==> src/rtl/fetch_unit_pkg.sv <==
// fetch_unit_pkg: pcsel encodings, opcode slice bounds, reset PC and queue entry layouts
package fetch_unit_pkg;
  typedef enum logic [1:0] {
    PCSEL_PC4 = 2'd0,
    PCSEL_BR  = 2'd1,
    PCSEL_JMP = 2'd2,
    PCSEL_RSV = 2'd3
  } pcsel_e;
  localparam int OPC_LSB = 0;
  localparam int OPC_MSB = 6;
  localparam logic [31:0] RESET_PC_DEFAULT = 32'h0000_0000;
  typedef struct packed {
    logic        epoch;
    logic [31:0] pc;
  } tag_t;
  typedef struct packed {
    logic [31:0] data;
    logic [31:0] pc;
  } inst_t;
endpackage

==> src/rtl/fetch_unit_if.sv <==
// fetch_unit_if: fetch-stage bus bundle
//   imem_req_*/imem_addr : request channel to instruction memory
//   imem_rsp_*           : in-order response channel from memory
//   redir_valid/pcsel/br_target/jmp_target : redirect from decode
//   inst_*               : instruction channel to decode
//   master = fetch unit side, slave = memory/decode side
interface fetch_unit_if;
  logic        imem_req_valid;
  logic        imem_req_ready;
  logic [31:0] imem_addr;
  logic        imem_rsp_valid;
  logic [31:0] imem_rsp_data;
  logic        redir_valid;
  logic [1:0]  pcsel;
  logic [31:0] br_target;
  logic [31:0] jmp_target;
  logic        inst_valid;
  logic        inst_ready;
  logic [31:0] inst;
  logic [31:0] inst_pc;
  modport master (
    output imem_req_valid, imem_addr, inst_valid, inst, inst_pc,
    input  imem_req_ready, imem_rsp_valid, imem_rsp_data, redir_valid, pcsel,
           br_target, jmp_target, inst_ready
  );
  modport slave (
    input  imem_req_valid, imem_addr, inst_valid, inst, inst_pc,
    output imem_req_ready, imem_rsp_valid, imem_rsp_data, redir_valid, pcsel,
           br_target, jmp_target, inst_ready
  );
endinterface

==> src/rtl/fetch_fifo.sv <==
// fetch_fifo: 2-entry FIFO with synchronous flush
//   push_i/din_i : write; ignored when full unless a pop happens in the same cycle
//   pop_i        : read; ignored when empty
//   flush_i      : empties the FIFO, dominating push and pop
//   dout_o       : head entry, cnt_o : occupancy 0..2
module fetch_fifo #(
  parameter int W = 32
) (
  input  logic         clk,
  input  logic         rst_n,
  input  logic         push_i,
  input  logic         pop_i,
  input  logic         flush_i,
  input  logic [W-1:0] din_i,
  output logic [W-1:0] dout_o,
  output logic [1:0]   cnt_o
);
  logic [W-1:0] mem_q [2];
  logic         rd_q, wr_q;
  logic [1:0]   cnt_q, cnt_d;
  logic         do_push, do_pop;
  assign do_pop  = pop_i && cnt_q != 2'd0;
  // When full, wr_q == rd_q: a simultaneous pop frees the very slot being written.
  assign do_push = push_i && (cnt_q != 2'd2 || do_pop);
  assign cnt_d   = flush_i ? 2'd0 : cnt_q + {1'b0, do_push} - {1'b0, do_pop};
  always_ff @(posedge clk or negedge rst_n)
    if (!rst_n) begin
      mem_q[0] <= '0;
      mem_q[1] <= '0;
      rd_q     <= 1'b0;
      wr_q     <= 1'b0;
      cnt_q    <= 2'd0;
    end else begin
      cnt_q <= cnt_d;
      if (flush_i) begin
        rd_q <= 1'b0;
        wr_q <= 1'b0;
      end else begin
        if (do_push) begin
          mem_q[wr_q] <= din_i;
          wr_q        <= ~wr_q;
        end
        if (do_pop) rd_q <= ~rd_q;
      end
    end
  assign dout_o = mem_q[rd_q];
  assign cnt_o  = cnt_q;
endmodule

==> src/rtl/fetch_unit.sv <==
// fetch_unit: PC, credit-limited imem requests, epoch-tagged responses, 2-entry instruction queue
//   clk, rst_n  : clock, asynchronous active-low reset
//   bus         : fetch_unit_if.master (imem request/response, redirect, instruction out)
//   fetch_fault : sticky misaligned-redirect trap, present only with FETCH_MISALIGN_TRAP_EN
// Without FETCH_MISALIGN_TRAP_EN, target bits [1:0] are cleared when loaded into the PC.
module fetch_unit
  import fetch_unit_pkg::*;
#(
  parameter logic [31:0] RESET_PC = RESET_PC_DEFAULT
) (
  input  logic         clk,
  input  logic         rst_n,
  fetch_unit_if.master bus
`ifdef FETCH_MISALIGN_TRAP_EN
  ,
  output logic         fetch_fault
`endif
);
  logic [31:0] pc_q, pc_d, target;
  logic        epoch_q, epoch_d, fault_q;
  logic        redirect, req_fire, rsp_keep, inst_pop;
  logic [1:0]  tag_cnt, iq_cnt;
  tag_t        tag_head;
  inst_t       iq_head;
  assign redirect = bus.redir_valid && (bus.pcsel == PCSEL_BR || bus.pcsel == PCSEL_JMP);
  assign target   = bus.pcsel == PCSEL_BR ? bus.br_target : bus.jmp_target;
  // Tag queue occupancy is the outstanding count; capping it plus the instruction
  // queue at 2 guarantees every response finds room, so responses are never stalled.
  assign bus.imem_req_valid = !redirect && !fault_q && ({1'b0, tag_cnt} + {1'b0, iq_cnt} < 3'd2);
  assign bus.imem_addr      = pc_q;
  assign req_fire  = bus.imem_req_valid && bus.imem_req_ready;
  assign rsp_keep  = bus.imem_rsp_valid && !redirect && tag_head.epoch == epoch_q;
  assign bus.inst_valid = iq_cnt != 2'd0 && !fault_q;
  assign inst_pop  = bus.inst_valid && bus.inst_ready;
  assign bus.inst    = iq_head.data;
  assign bus.inst_pc = iq_head.pc;
  assign pc_d    = redirect ? (target & ~32'd3) : req_fire ? pc_q + 32'd4 : pc_q;
  assign epoch_d = epoch_q ^ redirect;
  always_ff @(posedge clk or negedge rst_n)
    if (!rst_n) begin
      pc_q    <= RESET_PC;
      epoch_q <= 1'b0;
    end else begin
      pc_q    <= pc_d;
      epoch_q <= epoch_d;
    end
`ifdef FETCH_MISALIGN_TRAP_EN
  logic fault_d;
  assign fault_d = fault_q || (redirect && target[1:0] != 2'b00);
  always_ff @(posedge clk or negedge rst_n)
    if (!rst_n) fault_q <= 1'b0;
    else fault_q <= fault_d;
  assign fetch_fault = fault_q;
`else
  assign fault_q = 1'b0;
`endif
  // Tags are never flushed: stale requests stay counted until their responses drain.
  fetch_fifo #(.W(33)) u_tag_q (
    .clk     (clk),
    .rst_n   (rst_n),
    .push_i  (req_fire),
    .pop_i   (bus.imem_rsp_valid),
    .flush_i (1'b0),
    .din_i   ({epoch_q, pc_q}),
    .dout_o  (tag_head),
    .cnt_o   (tag_cnt)
  );
  fetch_fifo #(.W(64)) u_inst_q (
    .clk     (clk),
    .rst_n   (rst_n),
    .push_i  (rsp_keep),
    .pop_i   (inst_pop),
    .flush_i (redirect),
    .din_i   ({bus.imem_rsp_data, tag_head.pc}),
    .dout_o  (iq_head),
    .cnt_o   (iq_cnt)
  );
endmodule

==> src/flat_wrapper.sv <==
// flat-port wrapper written by rule: the top's interface ports become plain ports
module fetch_unit_flat import fetch_unit_pkg::*;
#(
  parameter logic [31:0] RESET_PC = RESET_PC_DEFAULT
)
  (clk, rst_n, bus_imem_req_valid, bus_imem_addr, bus_inst_valid, bus_inst, bus_inst_pc, bus_imem_req_ready, bus_imem_rsp_valid, bus_imem_rsp_data, bus_redir_valid, bus_pcsel, bus_br_target, bus_jmp_target, bus_inst_ready);
  fetch_unit_if bus_i ();
  input  logic clk;
  input  logic rst_n;
  output wire logic [$bits(bus_i.imem_req_valid)-1:0] bus_imem_req_valid;
  output wire logic [$bits(bus_i.imem_addr)-1:0] bus_imem_addr;
  output wire logic [$bits(bus_i.inst_valid)-1:0] bus_inst_valid;
  output wire logic [$bits(bus_i.inst)-1:0] bus_inst;
  output wire logic [$bits(bus_i.inst_pc)-1:0] bus_inst_pc;
  input wire logic [$bits(bus_i.imem_req_ready)-1:0] bus_imem_req_ready;
  input wire logic [$bits(bus_i.imem_rsp_valid)-1:0] bus_imem_rsp_valid;
  input wire logic [$bits(bus_i.imem_rsp_data)-1:0] bus_imem_rsp_data;
  input wire logic [$bits(bus_i.redir_valid)-1:0] bus_redir_valid;
  input wire logic [$bits(bus_i.pcsel)-1:0] bus_pcsel;
  input wire logic [$bits(bus_i.br_target)-1:0] bus_br_target;
  input wire logic [$bits(bus_i.jmp_target)-1:0] bus_jmp_target;
  input wire logic [$bits(bus_i.inst_ready)-1:0] bus_inst_ready;
  assign bus_imem_req_valid = bus_i.imem_req_valid;
  assign bus_imem_addr = bus_i.imem_addr;
  assign bus_inst_valid = bus_i.inst_valid;
  assign bus_inst = bus_i.inst;
  assign bus_inst_pc = bus_i.inst_pc;
  assign bus_i.imem_req_ready = bus_imem_req_ready;
  assign bus_i.imem_rsp_valid = bus_imem_rsp_valid;
  assign bus_i.imem_rsp_data = bus_imem_rsp_data;
  assign bus_i.redir_valid = bus_redir_valid;
  assign bus_i.pcsel = bus_pcsel;
  assign bus_i.br_target = bus_br_target;
  assign bus_i.jmp_target = bus_jmp_target;
  assign bus_i.inst_ready = bus_inst_ready;
  fetch_unit #(.RESET_PC(RESET_PC)) u_core (.clk(clk), .rst_n(rst_n), .bus(bus_i));
endmodule
==> config.mk <==
export PLATFORM = sky130hd
export DESIGN_NAME = fetch_unit_flat
export DESIGN_NICKNAME = d
export VERILOG_FILES = /design/src/rtl/fetch_unit_pkg.sv /design/src/rtl/fetch_unit_if.sv /design/src/rtl/fetch_fifo.sv /design/src/rtl/fetch_unit.sv /design/src/flat_wrapper.sv
export SDC_FILE = /design/constraint.sdc
export NUM_CORES = 1
export LEC_CHECK = 0
export CAP_MARGIN = 10
export CORE_UTILIZATION = 40
export DETAILED_ROUTE_END_ITERATION = 12
export PLACE_DENSITY = 0.66
export SLEW_MARGIN = 5
export SYNTH_ARGS = -nofsm -noshare
export SYNTH_HDL_FRONTEND = slang
export SYNTH_SLANG_ARGS = --single-unit
==> constraint.sdc <==
create_clock -name clk -period 2.4 [get_ports clk]
set_input_delay 0.36 -clock clk [delete_from_list [all_inputs] [get_ports clk]]
set_output_delay 0.36 -clock clk [all_outputs]
set_load 0.01 [all_outputs]
==> results.toml <==
[place]
hpwlAfterDp_mm = 17.4
place.gp.congestion = 0.761
place_ws_ns = -0.212
place_area_sq_mm = 0.0134
dp.cells = 1328
port_buffers = 193

[sta]
timing.final.hold_violations = 0
min_period_ns = 2.48
rsz0062_at_grt = "true"
worst_slack_ns = -0.0810
max_slew_margin = 0.610
slew_viol_final = 0
period_share = 1.03
hold_slack_ns = 0.396
skew_ns = 0.0120
setup_viol = 37
finalSetupTns_ns = -1.82
tightest_slew_ns = 0.585
fmax_mhz = 403

[global_route]
track_usage = 0.192
antenna_found_initial = 0
grt_pass1_wl_mm = 40.8
grt_max_degree = 70
grt_pass1_vias = 7395
grt-ovfl-total = 0

[power_and_ir_drop]
powerDensity_mw_per_mm2 = 1320
vdd_drop_max_mv = 0.562
cellLeakagePower_uw = 0.00627

[routing]
via_per_inst = 5.22
first_iter_violations = 284
ant_nets = 0
first_pass_iters = 4
wirelength_mm = 26.3
route.vias.total = 7287
drc = 0
wire_per_inst_microns = 18.9

[outcome]
violations = "setup timing"
status = "finished with violations"

[run]
drv_cap = 0

[clock_tree]
cts_root_buf = "clkbuf_16"
cts.sinks = 225
clk_pin_slew_ns = 0.06
cts_tree = "built"
clock_latency_ns = 0.52
h-tree-depth = 1
cts_buffer_depth = 3
cts_buffers = 25

[synthesis]
async_reset_ff_frac = 1.00
ys.flop_type = "dfrtp_1"
syn_inst = 794
synth_seq_area_share = 0.530
syn_area_per_cell_sq_um = 13.4
ys_types = 48
syn-cell-area_sq_mm = 0.0106
yosysWarnings = 0
synth_edf_count = 0
synth_seq_cells = 225

[worst_setup_path]
worstReg2RegStart = "u_core.u_inst_q.cnt_o[0]"
reg2regPathDepth = 10
startpoint_type = "flip-flop"
crit_end = "u_core.u_tag_q.mem_q[63]"
worstPathArrival_ns = 2.87
path_cells = "and2_4, fa_1, nor3b_2, buf_4, o311ai_4, buf_4, nor2_4, buf_6, clkbuf_16, mux2_4"
cp-end-kind = "flip-flop"
cp.required_ns = 2.79
crit_type = "flip-flop to flip-flop"
timing.rr.end = "u_core.u_tag_q.mem_q[63]"
worst-path-max-fanout = 8
crit_start = "u_core.u_inst_q.cnt_o[0]"
critical_path.most_common_cell = "buf_4"
ff2ff_setup_slack_ns = -0.08
cp_slowest_cell = "fa_1"
cpPeakStageDelay_ns = 0.47

[worst_hold_path]
min_path_type = "primary input to asynchronous set/reset pin"

[layout]
seq_area_sq_mm = 0.00563
stdcell_area_sq_mm = 0.0147
n_antenna_cell = 0
num-fill-cells = 2215
multiInputGateArea_sq_mm = 0.00493
area_growth_pct = 38.2
nNetsFinal = 1154
final_cells = 1395
drive_gt1_frac = 0.403

[floorplanning]
rows = 59
fp.dieH_microns = 165
fp.dieW_microns = 165
start_util = 0.407
io_pins = 202
die-area_sq_mm = 0.0272
core_area_sq_mm = 0.0261
-- per-stage QoR --
step	util	total power, uW
after CTS	0.552	19300
final	0.563	19400
after floorplan	-	11500
after detailed placement	0.514	15300
after global placement	0.514	15200
after global routing	0.563	20700
-- synthesized netlist by cell type, drive strengths merged, types with 3 or more instances --
cell type / n / area share
buf: 30 / 0.014
o21ai: 5 / 0.0024
clkbuf: 26 / 0.0092
mux2: 278 / 0.29
and2: 5 / 0.0029
nor3: 3 / 0.0014
o31ai: 13 / 0.0092
nor2b: 26 / 0.015
ha: 6 / 0.0071
a211oi: 25 / 0.018
nand3: 13 / 0.0066
xnor2: 9 / 0.0074
and4: 4 / 0.0034
nand2: 16 / 0.0057
a21oi: 8 / 0.0038
xor2: 9 / 0.0074
inv: 8 / 0.0028
mux2i: 7 / 0.0066
a31oi: 17 / 0.010
or4: 14 / 0.010
a31o: 3 / 0.0025
nor2: 6 / 0.0021
nand4: 10 / 0.0059
or3: 3 / 0.0018
and3: 6 / 0.0037
dfrtp: 225 / 0.53
-- worst max-delay path: cells and delay by family, from the launching register on --
family	cells	cell delay, ns
muxes	1	0.30
AOI/OAI and AO/OA	1	0.10
and+or+nand+nor	3	0.48
adders and majority gates	1	0.47
DFF	1	0.38
buffers and inverters	4	0.62
-- state kept, by name, summed over array words and instances, names as in the netlist --
name,count
u_core.u_inst_q.rd_q,1
u_core.u_inst_q.cnt_o,2
u_core.bus.imem_addr,30
u_core.u_tag_q.rd_q,1
u_core.u_inst_q.wr_q,1
u_core.u_tag_q.cnt_o,2
u_core.u_tag_q.mem_q,62
u_core.u_tag_q.wr_q,1
u_core.u_inst_q.mem_q,124
u_core.epoch_q,1
-- repair_timing --
item,CTS,global route
pin swaps,9,16
endpoints found under the hold margin,63,0
resized for setup,72,37
setup buffers,9,12
endpoints found under the setup margin,109,102
hold buffers,1,0
cloned,1,3
-- metal layers --
metal  global-route usage  share of wire  up-vias
met2                0.313           0.47      171
met3               0.0316          0.054       36
met4               0.0425          0.016        0
met5                    0              0        -
met1                0.268           0.46     3666
li1                     -              -     3414
-- where the power goes --
part / leakage [uW] / total, uW / internal, uW / switching, uW
Sequential: 0.00266 / 6620 / 5610 / 1010
Combinational: 0.00320 / 8940 / 5380 / 3560
Clock: 0.000410 / 3870 / 2330 / 1540
Total: 0.00627 / 19400 / 13300 / 6110
-- cell type report --
class                   instances  share of cell area
flip-flops and latches        225               0.384
clock inverters                 9             0.00682
multi-input cells             508               0.336
repair buffers                275               0.193
well taps                     335              0.0286
inverters                       8             0.00205
clock buffers                  35              0.0500
-- layout by cell type (no fill, tap or decap), types with 12 or more instances in the layout --
master	count
buf_12	18
mux2_2	251
a211oi_1	25
o31ai_1	13
nand2_1	15
clkbuf_16	28
buf_4	56
dlygate4sd2_1	45
clkdlybuf4s50_1	133
a31oi_1	17
mux2_4	24
dlymetal6s2s_1	13
dfrtp_1	224
nor2b_1	26
or4_1	12
-- kinds of logic (layout without fill, tap and decap cells) --
family	Yosys count	count (layout)	share of synthesized area
buffers and inverters	64	327	0.0265
AND/OR/NAND/NOR	114	114	0.0651
other	1	4	0.000353
adder cells (fa/ha/maj)	7	7	0.00896
XOR/XNOR	18	18	0.0149
multiplexers	285	285	0.301
AO/OA/AOI/OAI	80	80	0.0524
flip-flops	225	225	0.530
-- worst min path at each step --
stage                     slack (ns)                        end  cells after the start
after global routing            0.45  u_core.u_inst_q.mem_q[81]                      2
final                           0.40  u_core.u_inst_q.mem_q[81]                      2
after detailed placement        0.37  u_core.u_inst_q.mem_q[81]                      1
after CTS                       0.43  u_core.u_inst_q.mem_q[81]                      2
after global placement          0.37  u_core.u_inst_q.mem_q[17]                      1
after floorplan                 0.06   u_core.bus.imem_addr[10]                      0
Power figures use the tool's default switching activity.
